$ cat src/rtl/demux1to4.sv
// 1-to-4 demultiplexer with a one-entry holding register per output channel.
// Optional per-channel delivery counters are compiled in with DEMUX1TO4_CNT_EN.
module demux1to4 #(
  parameter int WIDTH = 8
) (
  input  logic             clk,
  input  logic             rst_n,
  input  logic [WIDTH-1:0] in_data,
  input  logic             in_valid,
  output logic             in_ready,
  input  logic             S0,
  input  logic             S1,
`ifdef DEMUX1TO4_CNT_EN
  output logic [7:0]       A_cnt,
  output logic [7:0]       B_cnt,
  output logic [7:0]       C_cnt,
  output logic [7:0]       D_cnt,
`endif
  output logic [WIDTH-1:0] A_data,
  output logic [WIDTH-1:0] B_data,
  output logic [WIDTH-1:0] C_data,
  output logic [WIDTH-1:0] D_data,
  output logic             A_valid,
  output logic             B_valid,
  output logic             C_valid,
  output logic             D_valid,
  input  logic             A_ready,
  input  logic             B_ready,
  input  logic             C_ready,
  input  logic             D_ready
);

  logic [1:0]       sel;
  logic [3:0]       sel_oh;
  logic [3:0]       ready_vec;
  logic [3:0]       full_q;
  logic [3:0]       load_vec;
  logic [3:0]       deliver_vec;
  logic [WIDTH-1:0] data_q [4];

  // Channel index 0..3 corresponds to A..D throughout.
  assign sel         = {S0, S1};
  assign sel_oh      = 4'b0001 << sel;
  assign ready_vec   = {D_ready, C_ready, B_ready, A_ready};
  assign in_ready    = rst_n & (|(sel_oh & (~full_q | ready_vec)));
  assign load_vec    = sel_oh & {4{in_valid & in_ready}};
  assign deliver_vec = full_q & ready_vec;

  // A load on the same edge as a delivery keeps the flag set, so no bubble.
  always_ff @(posedge clk or negedge rst_n) begin
    if (!rst_n) begin
      full_q <= '0;
      for (int i = 0; i < 4; i++) data_q[i] <= '0;
    end else begin
      for (int i = 0; i < 4; i++) begin
        if (load_vec[i]) begin
          data_q[i] <= in_data;
          full_q[i] <= 1'b1;
        end else if (deliver_vec[i]) begin
          full_q[i] <= 1'b0;
        end
      end
    end
  end

  assign A_data  = data_q[0];
  assign B_data  = data_q[1];
  assign C_data  = data_q[2];
  assign D_data  = data_q[3];
  assign A_valid = full_q[0];
  assign B_valid = full_q[1];
  assign C_valid = full_q[2];
  assign D_valid = full_q[3];

`ifdef DEMUX1TO4_CNT_EN
  logic [7:0] cnt_q [4];

  always_ff @(posedge clk or negedge rst_n) begin
    if (!rst_n) begin
      for (int i = 0; i < 4; i++) cnt_q[i] <= '0;
    end else begin
      for (int i = 0; i < 4; i++) begin
        if (deliver_vec[i]) cnt_q[i] <= cnt_q[i] + 8'd1;
      end
    end
  end

  assign A_cnt = cnt_q[0];
  assign B_cnt = cnt_q[1];
  assign C_cnt = cnt_q[2];
  assign D_cnt = cnt_q[3];
`endif

endmodule

$ cat config.mk
export PLATFORM = sky130hd
export DESIGN_NAME = demux1to4
export DESIGN_NICKNAME = d
export VERILOG_FILES = /design/src/rtl/demux1to4.sv
export SDC_FILE = /design/constraint.sdc
export NUM_CORES = 1
export LEC_CHECK = 0
export ABC_AREA = 1
export CAP_MARGIN = 15
export CORE_MARGIN = 2
export CORE_UTILIZATION = 48
export DETAILED_ROUTE_END_ITERATION = 8
export PLACE_DENSITY = 0.93
export SETUP_SLACK_MARGIN = 0.15
export SLEW_MARGIN = 15
export SYNTH_ARGS = -nofsm -noshare
export SYNTH_HDL_FRONTEND = slang
export SYNTH_SLANG_ARGS = --single-unit
$ cat constraint.sdc
create_clock -name clk -period 2.63 [get_ports clk]
set_input_delay 0.526 -clock clk [delete_from_list [all_inputs] [get_ports clk]]
set_output_delay 0.526 -clock clk [all_outputs]
set_load 0.01 [all_outputs]
**After elaboration in Yosys (flattened, before gate mapping)**

Cells that the tools add are included.

- Output and inout bits: 37
- Input port bits: 17
- Flip-flop bits (word level): 36
- Word-level logic and storage cells: 29

- Mux-type cells: 8
- Shift-type cells: 1
- Bitwise operators: 7
- Reduce and logical (&&, ||, !) cells: 5

Operator list:

| operator | count |
|---|---|
| $and A4 B4 Y4 | 3 |
| $mux W1 | 8 |
| $reduce_bool A2 Y1 | 4 |
| $not A4 Y4 | 1 |
| $or A4 B4 Y4 | 1 |
| $reduce_or A4 Y1 | 1 |
| $shl A1 B2 Y4 const A | 1 |
| $and A1 B1 Y1 | 2 |

**Logic depth before layout (Yosys ltp)**

Gate-level depths: netlist of the first run.

- Word-level depth: 8
- Depth in mapped cells: 9
- Mapped depth without buffers: 9

**Worst setup path before layout of the first run**

OpenSTA, ideal clock, no wires.

- Path type: input to output
- From: input S0
- To: output in_ready
- Required time: 2,104 ps
- Slack: 794 ps
- Arrival: 1,310 ps
- Stages: 6
- Path through: nor2_2 -> nand2_1 -> nand2_2 -> nor2_2 -> nor2_4 -> buf_6

- Longest elaborated chain between the ends: 4

RTL lines:

| element | RTL line | text |
|---|---|---|
| from (decl) | 11 | `input logic S0,` |
| $shl A1 B2 Y4 | 43 | `assign sel_oh = 4'b0001 << sel;` |
| $and A4 B4 Y4 | 45 | `assign in_ready = rst_n & (\|(sel_oh & (~full_q \| ready_vec)));` |
| $reduce_or A4 Y1 | 45 |  |
| $and A1 B1 Y1 | 45 |  |
| to (decl) | 10 | `output logic in_ready,` |

Every way passes these cells.

**Final worst setup path of the first run**

- From: input B_ready
- To: output in_ready

- Longest elaborated chain between the ends: 4

RTL lines:

| element | RTL line | text |
|---|---|---|
| from (decl) | 28 | `input logic B_ready,` |
| $or A4 B4 Y4 | 45 |  |
| $and A4 B4 Y4 | 45 |  |
| $reduce_or A4 Y1 | 45 |  |
| $and A1 B1 Y1 | 45 |  |

Every way passes these cells.

==> impl_metrics.py, run 1 <==
metrics = {
    "run": {
        "max-cap-violations": 0,
    },
    "timing": {
        "holdWs_ns": 0.2479,
        "min_period_ns": 2.254,
        "fmax_ghz": 0.4436,
        "setup_violations": 0,
        "fin_ws_ns": 0.3756,
        "rsz0062_at_grt": "no",
        "finalHoldViolations": 0,
        "tightest_slew_ns": 0.4894,
        "slew_headroom_pct": 67.37,
        "min_period_over_period_pct": 85.72,
        "drv_slew": 0,
        "finalClockSkew_ns": 0.004383,
    },
    "setup_path": {
        "reg2regPathDepth": 8,
        "crit_fanout": 2,
        "setup.worst_path.end_class": "output pin",
        "worstSetupPathType": "input port to output pin",
        "rrSetupSlack_ns": 1.23,
        "start_kind": "input port",
        "r2r_start": "full_q[1]",
        "rr_endpoint": "A_data[0]",
        "required_ns": 2.10,
        "worst_ep_arrival_time_ns": 1.73,
    },
    "power_and_ir_drop": {
        "irDropWorstVdd_v": 0.0003340,
        "power.total_mw": 1.563,
        "power_density_nw_per_um2": 692.5,
        "p_leak_nw": 1.160,
    },
    "floorplanning": {
        "dieArea_sq_um": 3831,
        "ios": 54,
        "initial_core_util_pct": 48.99,
        "row_count": 21,
        "die_h_microns": 61.90,
        "core_sq_um": 3284,
        "dieWidth_microns": 61.90,
    },
    "final_layout": {
        "area_delta_synth_final_pct": 40.28,
        "nets": 253,
        "antennaDiodeCount": 0,
        "final_core_util_pct": 68.72,
        "layout_commonest_cell": "nand2_1",
        "mostFrequentLayoutCells": "nand2_1, clkdlybuf4s50_1, dfrtp_1",
        "drive_above_1_share_pct": 11.86,
    },
    "cts": {
        "cts.sinks": 36,
        "cts_tree": "yes",
        "postCtsResizedCells": 3,
        "clk_latency_ns": 0.34,
        "cts_setup_buffers": 0,
        "clock_path_buffers": 2,
        "ctsHoldBuffers": 0,
        "htreeDepth": 2,
        "clock-root-buffer": "clkbuf_4",
        "cts_buffers": 5,
        "clkTransAtPathRegs_ns": 0.10,
    },
    "global_route": {
        "grt_antenna_before_repair": 0,
        "track_usage_pct": 23.08,
        "grt_overflow": 0,
        "grt_pass1_wl_microns": 6189,
        "grt_max_degree": 41,
        "grt_pass1_vias": 1343,
    },
    "placement": {
        "place_hpwl_microns": 2944,
        "io_buffers": 53,
        "pre_cts_ws_ns": -0.04023,
        "gp_congestion": 0.8249,
    },
    "routing": {
        "drc": 0,
        "first_iter_violations": 42,
        "antenna_left": 0,
        "post_drt_via_cell_ratio": 5.223,
        "routed_wl_microns": 4047,
        "first_pass_iters": 4,
        "wl_per_cell_microns": 14.35,
        "vias": 1473,
    },
    "synthesis": {
        "synth_nets": 192,
        "yosysWarnings": 0,
        "netlist_area_sq_um": 1609,
        "syn_inst": 175,
        "seq_area_frac_synth_pct": 55.99,
        "synth_seq_cells": 36,
        "synth_area_per_cell_sq_um": 9.195,
        "synthDistinctLibCells": 15,
    },
    "hold_path": {
        "hold_path.class": "input port to async pin",
    },
    "outcome": {
        "run_status": "finished, final reports clean",
    },
}
[power breakdown]
group,switching [mW],internal [mW]
clock,0.170,0.151
sequential,0.0654,0.667
combinational,0.231,0.278
[Yosys cell counts, drive strengths merged]
master / count / area [sq um]
nand2: 80 / 310.3
dfrtp: 36 / 900.9
nand4: 36 / 250.2
inv: 9 / 33.78
buf: 6 / 51.30
nor2: 5 / 46.29
clkbuf: 2 / 12.51
clkinv: 1 / 3.750
[worst max-delay path, stage by stage]
cell,delay [ns]
clkdlybuf4s50_1,0.40
inv_1,0.06
nand2_1,0.09
nand2_1,0.10
nand2_2,0.06
nor2_2,0.18
nor2_4,0.05
dlygate4sd2_1,0.28
[sequential cells by signal (all words and copies together), names as in the netlist]
signal / cells
full_q: 4
D_data: 8
C_data: 8
A_data: 8
B_data: 8
[final cells by class]
type                       count  area, sq um
fill                         277         1027
sequential                    36        900.9
multi-input combinational    121        606.8
timing repair buffer          62        589.3
clock buffer                   7        65.06
tap                           46        57.56
inverter                      10        37.54
[per-stage QoR]
step | cell area (sq um) | cells | TNS (ns)
6_report | 2257 | 282 | 0
5_1_grt | 2257 | 282 | 0
4_1_cts | 2257 | 282 | 0
3_5_place_dp | 2196 | 275 | -0.04023
3_3_place_gp | 2196 | 275 | 0
2_1_floorplan | 1609 | 175 | 0
[logic make-up (layout without fill, tap and decap cells)]
family	Yosys count	in the layout	share of synthesized area (%)
buffers and inverters	18	79	6.298
DFF	36	36	55.99
and+or+nand+nor	121	121	37.71
[worst max path at each step]
stage | to | startpoint | cells after the start | slack (ns)
global placement | in_ready | S1 | 8 | 0.04
detailed placement | in_ready | S1 | 8 | -0.04
floorplan | in_ready | S0 | 6 | 0.79
global route | in_ready | B_ready | 8 | 0.29
CTS | in_ready | B_ready | 8 | 0.36
finish | in_ready | B_ready | 8 | 0.38
[layer usage]
layer	up-vias	global-route usage (%)	wire, microns
met2	68	36.99	2045
met1	687	29.91	1681
met3	12	4.555	256
met5	-	0	0
li1	706	-	-
met4	0	11.55	63
No activity file was read; power rests on OpenSTA's default activity.
==> run 2: changes to the inputs <==
ABC_CLOCK_PERIOD_IN_PS = 2630   (was unset)
==> results of run 2 <==
Final layout, timing and power as in run 1 (identical DEF).
==> run 3: changes to the inputs <==
CORE_ASPECT_RATIO = 0.9   (was unset)
==> run 3 against run 2 <==
Net effect: utilization up 3.9 points; register-to-register slack got worse by 0.07 ns; global-route usage is 0.32 points lower; fmax down 4.9%; via count shrank 1.4%; sequential cell count unchanged; non-clock buffer count did not move.
==> impl_metrics.py, run 3 (same netlist as run 1, synthesis figures left out) <==
metrics = {
    "cts": {
        "htreeDepth": 2,
        "clock_path_buffers": 2,
        "clkTransAtPathRegs_ns": 0.06,
        "cts.sinks": 36,
        "clk_latency_ns": 0.28,
        "clock-root-buffer": "clkbuf_8",
        "cts_tree": "yes",
        "cts_buffers": 5,
    },
    "timing": {
        "finalClockSkew_ns": 0.001995,
        "fmax_ghz": 0.4218,
        "setup_violations": 0,
        "min_period_ns": 2.371,
        "finalHoldViolations": 0,
        "min_period_over_period_pct": 90.14,
        "slew_headroom_pct": 59.38,
        "rsz0062_at_grt": "no",
        "tightest_slew_ns": 0.6074,
        "fin_tns_setup_ns": 0,
        "drv_slew": 0,
    },
    "final_layout": {
        "fillCellCount": 244,
        "antennaDiodeCount": 0,
        "drive_above_1_share_pct": 11.39,
        "layout_commonest_cell": "nand2_1",
        "nets": 253,
        "fin_area_sq_um": 2278,
        "area_delta_synth_final_pct": 41.60,
        "mostFrequentLayoutCells": "nand2_1, clkdlybuf4s50_1, dfrtp_1",
        "finalNonFillerCells": 279,
    },
    "routing": {
        "antenna_left": 0,
        "first_iter_violations": 128,
        "first_pass_iters": 4,
        "drc": 0,
        "routed_wl_microns": 4018,
        "wl_per_cell_microns": 14.40,
        "vias": 1453,
        "post_drt_via_cell_ratio": 5.208,
    },
    "setup_path": {
        "setup.worst_path.end_class": "output pin",
        "critPathSlowestCell": "clkdlybuf4s50_1",
        "worstSetupPathType": "input port to output pin",
        "start_kind": "input port",
        "crit_fanout": 4,
        "critPathMaxStageDelay_ns": 0.54,
        "worst_ep_arrival_time_ns": 1.84,
        "path_cells": "clkdlybuf4s50_1 -> buf_4 -> nor2_4 -> nand2_1 -> nand2_1 -> nor2_2 -> nor2_4 -> dlygate4sd2_1",
        "required_ns": 2.10,
    },
    "global_route": {
        "grt_max_degree": 41,
        "grt_overflow": 0,
        "track_usage_pct": 22.76,
        "grt_pass1_wl_microns": 6334,
        "grt_antenna_before_repair": 0,
        "grt_pass1_vias": 1323,
    },
    "placement": {
        "place_hpwl_microns": 2866,
        "gp_congestion": 0.8035,
        "placed_cells": 271,
        "placed_cell_area_sq_um": 2191,
        "io_buffers": 53,
    },
    "floorplanning": {
        "ios": 54,
        "die_h_microns": 58.93,
        "dieWidth_microns": 65.03,
        "initial_core_util_pct": 51.28,
        "row_count": 19,
        "dieArea_sq_um": 3832,
        "core_sq_um": 3138,
    },
    "power_and_ir_drop": {
        "power.total_mw": 1.634,
        "power_density_nw_per_um2": 717.0,
        "p_leak_nw": 1.167,
        "irDropWorstVdd_v": 0.0004596,
    },
    "run": {
        "max-cap-violations": 0,
    },
    "hold_path": {
        "hold_path.class": "input port to async pin",
    },
    "outcome": {
        "run_status": "finished, final reports clean",
    },
}
run 3: changes by cell type in the layout (fill, tap and decap cells not counted), sizes merged:
cell           before  now
dlygate4sd2         3    2
clkbuf              7    8
clkdlybuf4s50      49   50
run 3: worst max-delay path, delay by kind of cell:
| kind | cells | cell delay, ns |
|---|---|---|
| simple gates | 5 | 0.36 |
| buf+inv | 3 | 0.95 |
run 3: worst paths after layout:
| check | from | end | slack (ns) | cells past startpoint |
|---|---|---|---|---|
| worst min-delay path | rst_n | A_data[4] | 0.32 | 2 |
| worst max register to register | full_q[2] | A_data[5] | 1.16 | 8 |
| worst max-delay path | S1 | in_ready | 0.26 | 8 |
| min in group clk | C_data[1] | C_data[1] | 0.48 | 2 |
| max in group asynchronous | rst_n | D_data[1] | 1.96 | 2 |
| worst min register to register | C_data[1] | C_data[1] | 0.48 | 2 |
run 3: final cells by class:
cell class	count	area, sq um	area share [%]
repair buffers	62	590.6	25.92
flip-flops and latches	36	900.9	39.54
multi-input cells	121	606.8	26.63
clock buffers	8	90.09	3.954
inverters	10	37.54	1.647
well taps	42	52.55	2.306
run 3: power by group:
part,total (mW),internal (mW),switching [mW]
clock,0.390,0.213,0.177
sequential,0.734,0.668,0.0655
combinational,0.510,0.279,0.231
run 3: through the flow:
step                worst slack (ns)  utilization, %  hold WS, ns
floorplan                     0.7938               -       0.2304
global placement             0.01231           69.82       0.4637
detailed placement          -0.05476           69.82       0.4679
CTS                           0.2532           72.61       0.3398
global route                  0.1696           72.61       0.3575
finish                        0.2594           72.61       0.3208
run 3: repair_timing:
item	4_1_cts	5_1_grt
resized for setup	2	0
hold buffers	0	0
buffers inserted	0	0
endpoints found under the setup margin	1	0
run 3: per-layer routing:
metal  share of wire, %  up-vias  global-route usage [%]
met1                 41      666                   30.01
met3                8.2       11                   6.310
li1                   -      712                       -
met4                2.1        0                   9.226
met5                  0        -                       0
met2                 49       64                   36.08
